`src/rtl/mac_sa_iter_pkg.sv`:
```
// Shared definitions for the iterative shift-add MAC: FSM state encoding,
// counter-width helper and the accumulator-width elaboration check.

// Elaboration-time guard: the accumulator must hold at least one full product.
`define MAC_ACC_WIDTH_CHECK(W, AW) \
  if ((AW) < 2 * (W)) begin : g_acc_width_check \
    $error("mac_sa_iter: ACC_WIDTH must be >= 2*WIDTH"); \
  end

package mac_pkg;

  typedef logic [1:0] state_t;

  localparam state_t IDLE = 2'd0;
  localparam state_t MULT = 2'd1;
  localparam state_t ACC  = 2'd2;

  // Bits needed for a counter running 0..n-1.
  function automatic int cnt_w(input int n);
    return (n < 3) ? 1 : $clog2(n);
  endfunction

endpackage

```
`src/rtl/mac_sa_iter_if.sv`:
```
// Operand/result bundle of mac_sa_iter. The master side streams operand
// pairs and reads back the accumulator; the slave side is the MAC itself.

interface mac_sa_iter_if #(
  parameter int WIDTH     = 32,
  parameter int ACC_WIDTH = 2 * WIDTH + 8
);
  logic                 in_valid;
  logic                 in_ready;
  logic [WIDTH-1:0]     a;
  logic [WIDTH-1:0]     b;
  logic                 acc_clr;
  logic [ACC_WIDTH-1:0] acc_out;
  logic                 done;
  logic                 ovf;
  logic                 busy;

  modport master (
    output in_valid, a, b, acc_clr,
    input  in_ready, acc_out, done, ovf, busy
  );

  modport slave (
    input  in_valid, a, b, acc_clr,
    output in_ready, acc_out, done, ovf, busy
  );
endinterface

```
`src/rtl/mac_sa_iter_mult.sv`:
```
// Radix-2 shift-add multiplier core. A start pulse loads the operands, then
// exactly WIDTH iterations run (no early exit when the multiplier empties);
// last flags the final iteration so the owner can move on.

module shift_add_mult_iter
  import mac_pkg::*;
#(
  parameter int WIDTH = 32
) (
  input  logic               clk,
  input  logic               rst,
  input  logic               start,
  input  logic [WIDTH-1:0]   a,
  input  logic [WIDTH-1:0]   b,
  output logic               last,
  output logic [2*WIDTH-1:0] product
);

  localparam int CW = cnt_w(WIDTH);

  logic [2*WIDTH-1:0] a_sh;
  logic [WIDTH-1:0]   b_sh;
  logic [2*WIDTH-1:0] prod_q;
  logic [CW-1:0]      cnt;
  logic               run;

  assign last    = run && (cnt == CW'(WIDTH - 1));
  assign product = prod_q;

  // Load on start, then add the shifted multiplicand for each set multiplier bit.
  always_ff @(posedge clk or posedge rst) begin
    if (rst) begin
      a_sh   <= '0;
      b_sh   <= '0;
      prod_q <= '0;
      cnt    <= '0;
      run    <= 1'b0;
    end else if (start) begin
      a_sh   <= {{WIDTH{1'b0}}, a};
      b_sh   <= b;
      prod_q <= '0;
      cnt    <= '0;
      run    <= 1'b1;
    end else if (run) begin
      if (b_sh[0]) prod_q <= prod_q + a_sh;
      a_sh <= a_sh << 1;
      b_sh <= b_sh >> 1;
      cnt  <= cnt + CW'(1);
      if (cnt == CW'(WIDTH - 1)) run <= 1'b0;
    end
  end

endmodule

```
`src/rtl/mac_sa_iter.sv`:
```
// Iterative shift-add multiply-accumulate unit. Accepts one operand pair in
// IDLE, multiplies over WIDTH cycles, then clears-or-adds the product into a
// wide accumulator with a sticky overflow flag and a one-cycle done pulse.
// Build option: define SATURATE_EN to clamp the accumulator to all ones on
// overflow instead of wrapping modulo 2^ACC_WIDTH.

module mac_sa_iter
  import mac_pkg::*;
#(
  parameter int WIDTH     = 32,
  parameter int ACC_WIDTH = 2 * WIDTH + 8
) (
  input  logic            clk,
  input  logic            rst,
  mac_sa_iter_if.slave    bus
);

  `MAC_ACC_WIDTH_CHECK(WIDTH, ACC_WIDTH)

`ifdef SATURATE_EN
  localparam bit SAT_ON = 1'b1;
`else
  localparam bit SAT_ON = 1'b0;
`endif

  state_t               state;
  logic                 in_ready_q;
  logic                 busy_q;
  logic                 done_q;
  logic                 ovf_q;
  logic                 clr_reg;
  logic [ACC_WIDTH-1:0] acc_q;

  logic                 start;
  logic                 last;
  logic [2*WIDTH-1:0]   product;
  logic [ACC_WIDTH-1:0] acc_base;
  logic [ACC_WIDTH:0]   sum;

  // Carry-out of the accumulate decides wrap versus clamp.
  function automatic logic [ACC_WIDTH-1:0] acc_limit(input logic [ACC_WIDTH:0] s);
    return (SAT_ON && s[ACC_WIDTH]) ? '1 : s[ACC_WIDTH-1:0];
  endfunction

  assign start    = (state == IDLE) && bus.in_valid && in_ready_q;
  assign acc_base = clr_reg ? '0 : acc_q;
  assign sum      = {1'b0, acc_base} + (ACC_WIDTH + 1)'(product);

  shift_add_mult_iter #(.WIDTH(WIDTH)) u_mult (
    .clk     (clk),
    .rst     (rst),
    .start   (start),
    .a       (bus.a),
    .b       (bus.b),
    .last    (last),
    .product (product)
  );

  // Control FSM plus accumulator, overflow and done registers.
  always_ff @(posedge clk or posedge rst) begin
    if (rst) begin
      state      <= IDLE;
      in_ready_q <= 1'b1;
      busy_q     <= 1'b0;
      done_q     <= 1'b0;
      ovf_q      <= 1'b0;
      clr_reg    <= 1'b0;
      acc_q      <= '0;
    end else begin
      done_q <= 1'b0;
      case (state)
        IDLE: begin
          if (start) begin
            clr_reg    <= bus.acc_clr;
            in_ready_q <= 1'b0;
            busy_q     <= 1'b1;
            state      <= MULT;
          end
        end
        MULT: begin
          if (last) state <= ACC;
        end
        ACC: begin
          acc_q      <= acc_limit(sum);
          ovf_q      <= clr_reg ? sum[ACC_WIDTH] : (ovf_q | sum[ACC_WIDTH]);
          done_q     <= 1'b1;
          in_ready_q <= 1'b1;
          busy_q     <= 1'b0;
          state      <= IDLE;
        end
        default: begin
          in_ready_q <= 1'b1;
          busy_q     <= 1'b0;
          state      <= IDLE;
        end
      endcase
    end
  end

  assign bus.in_ready = in_ready_q;
  assign bus.busy     = busy_q;
  assign bus.done     = done_q;
  assign bus.ovf      = ovf_q;
  assign bus.acc_out  = acc_q;

endmodule

```
`src/flat_wrapper.sv`:
```
// flat-port wrapper written by rule: the top's interface ports become plain ports
module mac_sa_iter_flat import mac_pkg::*;
#(
  parameter int WIDTH     = 32,
  parameter int ACC_WIDTH = 2 * WIDTH + 8
)
  (clk, rst, bus_in_valid, bus_a, bus_b, bus_acc_clr, bus_in_ready, bus_acc_out, bus_done, bus_ovf, bus_busy);
  mac_sa_iter_if #(.WIDTH(WIDTH), .ACC_WIDTH(ACC_WIDTH)) bus_i ();
  input  logic clk;
  input  logic rst;
  input wire logic [$bits(bus_i.in_valid)-1:0] bus_in_valid;
  input wire logic [$bits(bus_i.a)-1:0] bus_a;
  input wire logic [$bits(bus_i.b)-1:0] bus_b;
  input wire logic [$bits(bus_i.acc_clr)-1:0] bus_acc_clr;
  output wire logic [$bits(bus_i.in_ready)-1:0] bus_in_ready;
  output wire logic [$bits(bus_i.acc_out)-1:0] bus_acc_out;
  output wire logic [$bits(bus_i.done)-1:0] bus_done;
  output wire logic [$bits(bus_i.ovf)-1:0] bus_ovf;
  output wire logic [$bits(bus_i.busy)-1:0] bus_busy;
  assign bus_i.in_valid = bus_in_valid;
  assign bus_i.a = bus_a;
  assign bus_i.b = bus_b;
  assign bus_i.acc_clr = bus_acc_clr;
  assign bus_in_ready = bus_i.in_ready;
  assign bus_acc_out = bus_i.acc_out;
  assign bus_done = bus_i.done;
  assign bus_ovf = bus_i.ovf;
  assign bus_busy = bus_i.busy;
  mac_sa_iter #(.WIDTH(WIDTH), .ACC_WIDTH(ACC_WIDTH)) u_core (.clk(clk), .rst(rst), .bus(bus_i));
endmodule
```
`config.mk`:
```
export PLATFORM = sky130hd
export DESIGN_NAME = mac_sa_iter_flat
export DESIGN_NICKNAME = d
export VERILOG_FILES = /design/src/rtl/mac_sa_iter_pkg.sv /design/src/rtl/mac_sa_iter_if.sv /design/src/rtl/mac_sa_iter_mult.sv /design/src/rtl/mac_sa_iter.sv /design/src/flat_wrapper.sv
export SDC_FILE = /design/constraint.sdc
export NUM_CORES = 1
export LEC_CHECK = 0
export ABC_AREA = 1
export CORE_MARGIN = 8
export CORE_UTILIZATION = 54
export CTS_CLUSTER_DIAMETER = 60
export DETAILED_ROUTE_END_ITERATION = 12
export DONT_BUFFER_PORTS = 1
export PLACE_DENSITY = 0.76
export SETUP_SLACK_MARGIN = 0.05
export SLEW_MARGIN = 0
export SYNTH_ARGS = -nofsm -noshare
export SYNTH_HDL_FRONTEND = slang
export SYNTH_HIERARCHICAL = 1
export SYNTH_SLANG_ARGS = --single-unit
```
`constraint.sdc`:
```
create_clock -name clk -period 13 [get_ports clk]
set_input_delay 1.3 -clock clk [delete_from_list [all_inputs] [get_ports clk]]
set_output_delay 1.3 -clock clk [all_outputs]
set_load 0.05 [all_outputs]
```
Word level (Yosys, flattened, before mapping)
Cells that the tools add are included.
{"block": "op_classes", "n_shift": 0, "n_mul": 0, "add_sub_neg": 3, "bitwise": 2, "div": 0, "n_mux": 22, "n_eq_ne": 5, "n_lt_le_gt_ge": 0, "n_reduce_logical": 10}
{"cell": "two-way mux 64 bit", "count": 5}
{"cell": "adder 72 x 64 -> 73 bit", "count": 1}
{"cell": "two-way mux 72 bit", "count": 1}
{"cell": "adder 64 bit", "count": 1}
{"cell": "two-way mux 32 bit", "count": 2}
{"cell": "two-way mux 5 bit", "count": 2}
{"cell": "AND reduction 2 bit", "count": 4}
{"cell": "two-way mux 1 bit", "count": 7}
{"cell": "adder 5 x 1 -> 5 bit (second input constant)", "count": 1}
{"cell": "equality test 5 bit (second input constant)", "count": 1}
{"cell": "two-way mux 2 bit", "count": 2}
{"cell": "inequality test 2 x 1 -> 1 bit (second input constant)", "count": 2}
{"cell": "one-hot mux 1 bit (2 select lines)", "count": 2}
{"cell": "one-hot mux 2 bit (2 select lines)", "count": 1}
{"cell": "nonzero test 2 bit", "count": 2}
{"cell": "logical AND 1 bit", "count": 3}
{"cell": "equality test 2 x 1 -> 1 bit (second input constant)", "count": 1}
{"cell": "equality test 2 bit (second input constant)", "count": 1}
{"cell": "logical NOT 2 bit", "count": 1}
{"cell": "inverter 1 bit", "count": 1}
{"cell": "OR 1 bit", "count": 1}
{"block": "word_totals", "register_bits": 245, "latch_bits": 0, "ramBits": 0, "romBits": 0, "inputBits": 68, "n_memories": 0}

Depth between registers and ports, before layout
Gate-level depths: netlist (run 1).
{"block": "depth", "depth_word": 5, "depth_mapped": 19, "mapped_depth_nobuf": 18}

Hierarchy
Netlist (run 1), hierarchy kept.
{"module": "shift_add_mult_iter", "seq_area_each_um2": 4154.0, "instances": 1, "cells_each": 1956, "area_per_inst_um2": 12429.4}
{"module": "mac_sa_iter", "seq_area_each_um2": 1978.1, "instances": 1, "cells_each": 1756, "area_per_inst_um2": 9554.2}

Worst setup path before layout (run 1)
No wires, ideal clock.
{"block": "synth_timing", "path_type": "register -> register", "startpoint": "register u_core.clr_reg", "endpoint": "register u_core.acc_q[40], in the netlist u_core/bus.acc_out[40]", "setup_slack_ns": 10.286, "required_time_ns": 12.882, "path_buffers": 2, "setup_ns": 0.118, "t_arrival_ns": 2.597, "stages_incl_launch_ff": 17, "path_cell_list": "dfrtp_1 > clkbuf_1 > clkbuf_1 > nor2_1 > ha_1 > fa_1 > nand3_1 > nand3_2 > nand2_1 > nand2_1 > nand2_1 > nand3_2 > nand2_1 > nand2_1 > or2_1 > nand3_1 > nand2_1"}
{"block": "synth_between", "elab_chain_cells": 2}
{"element": "start: declaration", "line_no": "mac_sa_iter.sv:31", "source": "logic clr_reg;"}
{"element": "start signal: assignment", "line_no": "mac_sa_iter.sv:74", "source": "clr_reg <= bus.acc_clr;"}
{"element": "two-way mux 72 bit", "line_no": "mac_sa_iter.sv:46", "source": "assign acc_base = clr_reg ? '0 : acc_q;"}
{"element": "adder 72 x 64 -> 73 bit", "line_no": "mac_sa_iter.sv:47", "source": "assign sum = {1'b0, acc_base} + (ACC_WIDTH + 1)'(product);"}
{"element": "end signal: assignment", "line_no": "mac_sa_iter.sv:84", "source": "acc_q <= acc_limit(sum);"}
{"element": "end: declaration", "line_no": "mac_sa_iter.sv:32", "source": "logic [ACC_WIDTH-1:0] acc_q;"}
Every way passes these cells.
A chain may end at the register's enable or synchronous reset.

Worst setup path after layout (run 1)
{"block": "layout_timing", "startpoint": "input bus_in_valid", "endpoint": "register u_core.u_mult.a_sh[8]"}
{"block": "layout_between", "elab_chain_cells": 3, "elab_cells_between_ends": 4, "cone_classes": "mux (1); reduce/logical (3)"}
{"element": "start: declaration", "line_no": "flat_wrapper.sv:11", "source": "input wire logic [$bits(bus_i.in_valid)-1:0] bus_in_valid;"}
{"element": "logical AND 1 bit (*) (2 in series)", "line_no": "mac_sa_iter.sv:45", "source": "assign start = (state == IDLE) && bus.in_valid && in_ready_q;"}
{"element": "net u_core.start", "line_no": "mac_sa_iter.sv:34", "source": "logic start;"}
{"element": "two-way mux 64 bit / nonzero test 2 bit (equally long branches)"}
{"element": "end signal: assignment", "line_no": "mac_sa_iter_mult.sv:39", "source": "a_sh <= {{WIDTH{1'b0}}, a};"}
{"element": "end signal: assignment", "line_no": "mac_sa_iter_mult.sv:46", "source": "a_sh <= a_sh << 1;"}
{"element": "end: declaration", "line_no": "mac_sa_iter_mult.sv:21", "source": "logic [2*WIDTH-1:0] a_sh;"}
Mark *: on every way through the listed nets, which the timed path passes. The rest lies on a longest branch.

==> results of run 1 <==
## layer usage
metal	up-vias	global-route usage	wire, µm
li1	11300	-	-
met1	9974	0.388	30600
met2	743	0.460	30100
met3	194	0.0395	4770
met4	0	0.157	3930
met5	-	0	0
## power by group through the flow
stage	combinational, µW	clock (µW)	sequential, µW
after floorplan	1950	0	1110
after global placement	2480	0	1250
after detailed placement	2500	0	1260
after CTS	2510	999	1240
after global routing	2890	1030	1270
final	2550	977	1260
## through the flow
stage,setup slack [ns],cell area [µm²]
after CTS,9.57,23600
after detailed placement,8.99,22400
after global placement,9.03,22400
after global routing,9.25,23600
final,9.52,23600
after floorplan,7.21,22000
## kinds of logic (layout without fill, tap and decap cells)
group / Yosys count / after routing / synth area share
simple gates: 2074 / 2074 / 0.386
buf+inv: 880 / 892 / 0.153
compound gates: 349 / 349 / 0.0936
flops: 245 / 245 / 0.279
fa+ha+maj: 131 / 131 / 0.0752
xor+xnor: 33 / 33 / 0.0131
## path summary, 6_finish.rpt
path	to	slack [ns]	cells past startpoint
setup / recovery	u_core/u_mult/a_sh[8]$_DFFE_PP0P_	9.52	9
hold / removal	u_core/u_mult/cnt[3]$_DFFE_PP0P_	0.47	1
setup reg to reg	u_core/u_mult/a_sh[8]$_DFFE_PP0P_	9.61	7
hold reg to reg	u_core/u_mult/cnt[3]$_DFFE_PP0P_	0.47	1
max in group asynchronous	u_core/u_mult/product[23]$_DFFE_PP0P_	10.49	3
min in group asynchronous	u_core/u_mult/product[4]$_DFFE_PP0P_	0.58	1
## cells in the mapped netlist (all sizes together)
library cell  count
dfrtp           244
clkbuf           28
fa                2
nand3b           14
nand4            15
a32o              1
and2              6
and3              2
a22o              2
o21ai           109
or2               6
a21oi           128
buf              35
xor2              1
nor4             11
dfstp             1
ha              129
o21a              1
nor3             24
o211ai            2
xnor2            32
a211oi            1
o21bai           10
nand3           158
o31ai             2
nand2          1520
o22ai            35
inv             817
a22oi             3
o221ai           55
nor2            318
## worst reg2reg max path: stages (launching register included)
cell and delay [ns]:
dfstp_2 0.71, nand3_1 0.18, inv_2 0.07, buf_4 0.56
nor2_1 0.36, inv_2 0.55, buf_4 0.57, o221ai_1 0.22
## final cells by class
class                           instances  area, µm²  area share
Multi-Input combinational cell       2587      12500       0.528
Clock inverter                         19        233     0.00985
Timing Repair Buffer                   11       82.6     0.00349
Inverter                              817       3070       0.130
Clock buffer                           45        963      0.0408
Sequential cell                       245       6130       0.259
Tap cell                              532        666      0.0282
==> impl_metrics.py, run 1 <==
metrics = {
    "sta": {
        "worst_pin_slew_ns": 1.03,
        "slew_viol_final": 0,
        "post-route-period-util": 0.267,
        "relSlewSlack": 0.313,
        "skew_ns": 0.0167,
        "finalCriticalPeriod_ns": 3.48,
        "max_freq_ghz": 0.288,
        "fin_setup_tns_ns": 0,
        "setup_viol": 0,
        "hold_violations": 0,
        "rsz0062_at_grt": "false",
        "whs_ns": 0.471,
    },
    "global_routing": {
        "grt_max_degree": 93,
        "grt_usage": 0.292,
        "grt_pass1_wl_um": 110000,
        "antenna_found_initial": 0,
        "first_global_vias": 20800,
        "grt_overflow": 0,
    },
    "worst_setup_path": {
        "path_cells": "inv_1 > nor2_1 > nand3_1 > inv_2 > buf_4 > nor2_1 > inv_2 > buf_4 > o221ai_1",
        "crit_family": "buffers and inverters",
        "slowest_stage": "buf_4",
        "reg2reg_from": "u_core/bus.in_ready$_DFFE_PP1P_",
        "path_class": "in -> reg",
        "cp-start-kind": "primary input",
        "end_kind": "register",
        "worst-path-buf-inv": 5,
        "startpoint": "bus_in_valid",
        "max_stage_delay_ns": 0.57,
        "worstPathRequired_ns": 13.39,
        "path_max_fanout": 70,
        "worstPathArrival_ns": 3.86,
    },
    "power_and_ir_drop": {
        "power_density_mw_per_mm2": 202,
        "power_leakage_uw": 0.0140,
        "ir_drop_uv": 115,
        "power.total_uw": 4790,
        "pwr-share-comb": 0.532,
        "p_seq_frac": 0.263,
        "p_int_uw": 2380,
        "swShare": 0.502,
        "clkPwrFrac": 0.204,
        "p_sw_uw": 2400,
    },
    "routing": {
        "wire_per_inst_um": 16.3,
        "routed-via-count": 22200,
        "ant_nets": 0,
        "routed_via_density": 5.22,
        "drt_iter0_drc": 1716,
        "drc": 0,
        "drt_wl_total_um": 69400,
        "first_pass_iters": 6,
    },
    "finish": {
        "final_common_cell": "nand2_1",
        "n_antenna_cell": 0,
        "postLayoutCoreUtil": 0.583,
        "final_cells": 4256,
        "post_route_cells_drive_above_1_share": 0.0483,
        "final_cell_mix": "nand2_1 (1486), inv_1 (799), nor2_1 (290)",
        "syn_to_final_growth_pct": 7.52,
        "fill_cells": 4151,
        "largest_reg_flops": 72,
        "fin_nets": 3896,
    },
    "logic_synthesis": {
        "yosysTopAreaCell": "dfrtp_1",
        "synth-seq-cells": 245,
        "synth_area_mm2": 0.0220,
        "syn_inst": 3712,
        "syn_avg_cell_area_um2": 5.92,
        "ys_seq_area_frac": 0.279,
        "synth.distinct_cells": 42,
        "synth.top_cell.area_share": 0.278,
        "synth.area.top_cells": "dfrtp_1 (28%), nand2_1 (25%), inv_1 (14%), ha_1 (7.3%), nor2_1 (5.0%)",
        "yosys_warnings": 6,
        "syn_nets": 3911,
    },
    "floorplan": {
        "io_pins": 144,
        "initial_core_util": 0.542,
        "die-width_um": 218,
        "die_h_um": 218,
        "die_area_mm2": 0.0474,
        "rows": 74,
        "coreArea_mm2": 0.0406,
    },
    "clocking": {
        "cts-resized-gates": 0,
        "cts_hold_buf": 0,
        "post_cts_buffers": 0,
        "cts_buffers": 35,
        "h-tree-depth": 2,
        "root_buffer": "clkbuf_16",
        "clkLatencyLatePin_ns": 0.56,
        "cts_buffer_depth": 3,
        "cts_sinks": 245,
        "clk_pin_slew_ns": 0.06,
        "cts_tree": "built",
    },
    "place": {
        "port_buffers": 0,
        "gp_congestion": 1.02,
        "dp_hpwl_um": 56300,
        "dp_cells": 4192,
    },
    "min_path": {
        "hold_path_class": "reg -> reg",
        "min_from": "u_core/u_mult/cnt[3]$_DFFE_PP0P_",
    },
    "status": {
        "outcome": "finished, final reports clean",
    },
    "run": {
        "cap_viol_max_count": 0,
    },
}
No activity file was read; power rests on OpenSTA's default activity.
==> inputs of run 2 (changes only) <==
Settings changed: PLACE_DENSITY 0.76 to 0.79.
Clock period 13 ns to 2.8 ns, I/O delays scaled along.
==> impl_metrics.py, run 2 (synthesis results as in run 1) <==
metrics = {
    "status": {
        "outcome": "finished, final reports clean",
    },
    "sta": {
        "worst_pin_slew_ns": 0.654,
        "post-route-period-util": 0.960,
        "finalCriticalPeriod_ns": 2.69,
        "slew_viol_final": 0,
        "setup_viol": 0,
        "fin_ws_ns": 0.111,
        "rsz0062_at_grt": "true",
        "skew_ns": 0.0341,
        "hold_violations": 0,
        "max_freq_ghz": 0.372,
        "relSlewSlack": 0.563,
    },
    "finish": {
        "post_route_cells_drive_above_1_share": 0.0803,
        "largest_reg_flops": 72,
        "syn_to_final_growth_pct": 15.0,
        "fin_nets": 4062,
        "seq_area_mm2": 0.00613,
        "multi_input_area_mm2": 0.0126,
        "final_common_cell": "nand2_1",
        "postLayoutCoreUtil": 0.623,
        "n_antenna_cell": 0,
        "final_cells": 4419,
        "final_cell_mix": "nand2_1 (1483), inv_1 (799), nor2_1 (268)",
        "fill_cells": 3920,
    },
    "power_and_ir_drop": {
        "clkPwrFrac": 0.196,
        "p_sw_uw": 11500,
        "pwr-share-comb": 0.559,
        "power_density_mw_per_mm2": 910,
        "p_seq_frac": 0.245,
        "swShare": 0.500,
        "p_int_uw": 11500,
        "power_leakage_uw": 0.0147,
        "ir_drop_uv": 580,
    },
    "clocking": {
        "post_cts_buffers": 0,
        "clk_pin_slew_ns": 0.06,
        "cts_sinks": 245,
        "cts_buffer_depth": 3,
        "root_buffer": "clkbuf_16",
        "h-tree-depth": 2,
        "cts_buffers": 34,
        "cts_tree": "built",
        "clkLatencyLatePin_ns": 0.57,
    },
    "worst_setup_path": {
        "path_cells": "buf_12 > nor2_1 > ha_1 > nand2_1 > inv_1 > a21oi_1 > nand2_1 > o21bai_1 > a21oi_1 > nand3_1 > nand3_1 > nand2_1",
        "worstPathArrival_ns": 3.11,
        "path_max_fanout": 29,
        "r2r_end": "u_core/bus.acc_out[53]$_DFFE_PP0P_",
        "end_kind": "register",
        "max_stage_delay_ns": 0.46,
        "cpMostUsedCell": "nand2_1",
        "reg2reg_from": "u_core/clr_reg$_DFFE_PP0P_",
        "reg2reg_depth": 12,
        "path_class": "reg -> reg",
        "slowest_stage": "dfrtp_2",
        "cp-start-kind": "register",
        "worstPathRequired_ns": 3.23,
        "reg2reg_setup_slack_ns": 0.11,
    },
    "global_routing": {
        "grt_pass1_wl_um": 116000,
        "grt_max_degree": 93,
        "grt_usage": 0.310,
        "grt_overflow": 0,
        "first_global_vias": 21900,
        "antenna_found_initial": 0,
    },
    "routing": {
        "routed-via-count": 23200,
        "first_pass_iters": 6,
        "drt_iter0_drc": 2286,
        "wire_per_inst_um": 16.9,
        "routed_via_density": 5.26,
        "drc": 0,
        "ant_nets": 0,
        "drt_wl_total_um": 74500,
    },
    "floorplan": {
        "rows": 74,
        "die_area_mm2": 0.0474,
        "io_pins": 144,
        "die-width_um": 218,
        "die_h_um": 218,
        "initial_core_util": 0.542,
        "coreArea_mm2": 0.0406,
    },
    "place": {
        "dp_cells": 4292,
        "gp_congestion": 1.05,
        "dp_hpwl_um": 59000,
        "port_buffers": 0,
        "post-place-ws_ns": 0.178,
    },
    "min_path": {
        "hold_path_class": "in -> async",
    },
    "run": {
        "cap_viol_max_count": 0,
    },
}
run 2: area by class of cell:
type                       count  area share
inverter                     817       0.122
multi-input combinational   2587       0.499
clock buffer                  45      0.0377
timing repair buffer         178      0.0645
sequential                   245       0.243
tap                          532      0.0263
clock inverter                15     0.00802
run 2: power by group through the flow:
stage	Combinational (µW)	Clock [µW]	Sequential [µW]
2_1_floorplan	9030	0	5140
3_3_place_gp	12100	0	5600
3_5_place_dp	12200	0	5620
4_1_cts	12400	4590	5570
5_1_grt	14300	4750	5700
6_report	12800	4510	5640
run 2: critical path: cells and delay by family (launching register included):
family / cells / cell delay (ns)
DFF: 1 / 0.46
and+or+nand+nor: 6 / 0.65
buffers and inverters: 2 / 0.27
AOI/OAI and AO/OA: 3 / 0.76
adders and majority gates: 1 / 0.37
run 2: metal layers:
layer	part of all wire	track usage	wire length (µm)
met5	0	0	0
met1	0.43	0.415	31900
met3	0.084	0.0505	6240
met2	0.44	0.495	33000
met4	0.045	0.130	3350
run 2: worst max-delay path by stage:
stage                                          start                                  to  cells after the start
after floorplan           u_core/clr_reg$_DFFE_PP0P_  u_core/bus.acc_out[40]$_DFFE_PP0P_                     16
after global placement    u_core/clr_reg$_DFFE_PP0P_  u_core/bus.acc_out[58]$_DFFE_PP0P_                     13
after detailed placement  u_core/clr_reg$_DFFE_PP0P_  u_core/bus.acc_out[58]$_DFFE_PP0P_                     15
after CTS                 u_core/clr_reg$_DFFE_PP0P_  u_core/bus.acc_out[58]$_DFFE_PP0P_                     15
after global routing      u_core/clr_reg$_DFFE_PP0P_  u_core/bus.acc_out[70]$_DFFE_PP0P_                     16
final                     u_core/clr_reg$_DFFE_PP0P_  u_core/bus.acc_out[53]$_DFFE_PP0P_                     12
run 2: what timing repair did:
action	in CTS	in global routing
endpoints found under the hold margin	167	0
hold buffers	67	0
endpoints found under the setup margin	0	23
gates resized for setup	0	43
run 2: per-stage QoR:
| stage | total power (µW) | setup TNS (ns) | hold slack (ns) | cell area (µm²) |
|---|---|---|---|---|
| 6_report | 23000 | 0 | 0.183 | 25300 |
| 5_1_grt | 24700 | -0.00116 | 0.186 | 25300 |
| 4_1_cts | 22500 | 0 | 0.161 | 25100 |
| 3_5_place_dp | 17900 | 0 | 0.130 | 23300 |
| 3_3_place_gp | 17700 | 0 | 0.129 | 23300 |
| 2_1_floorplan | 14200 | 0 | 0.401 | 22000 |
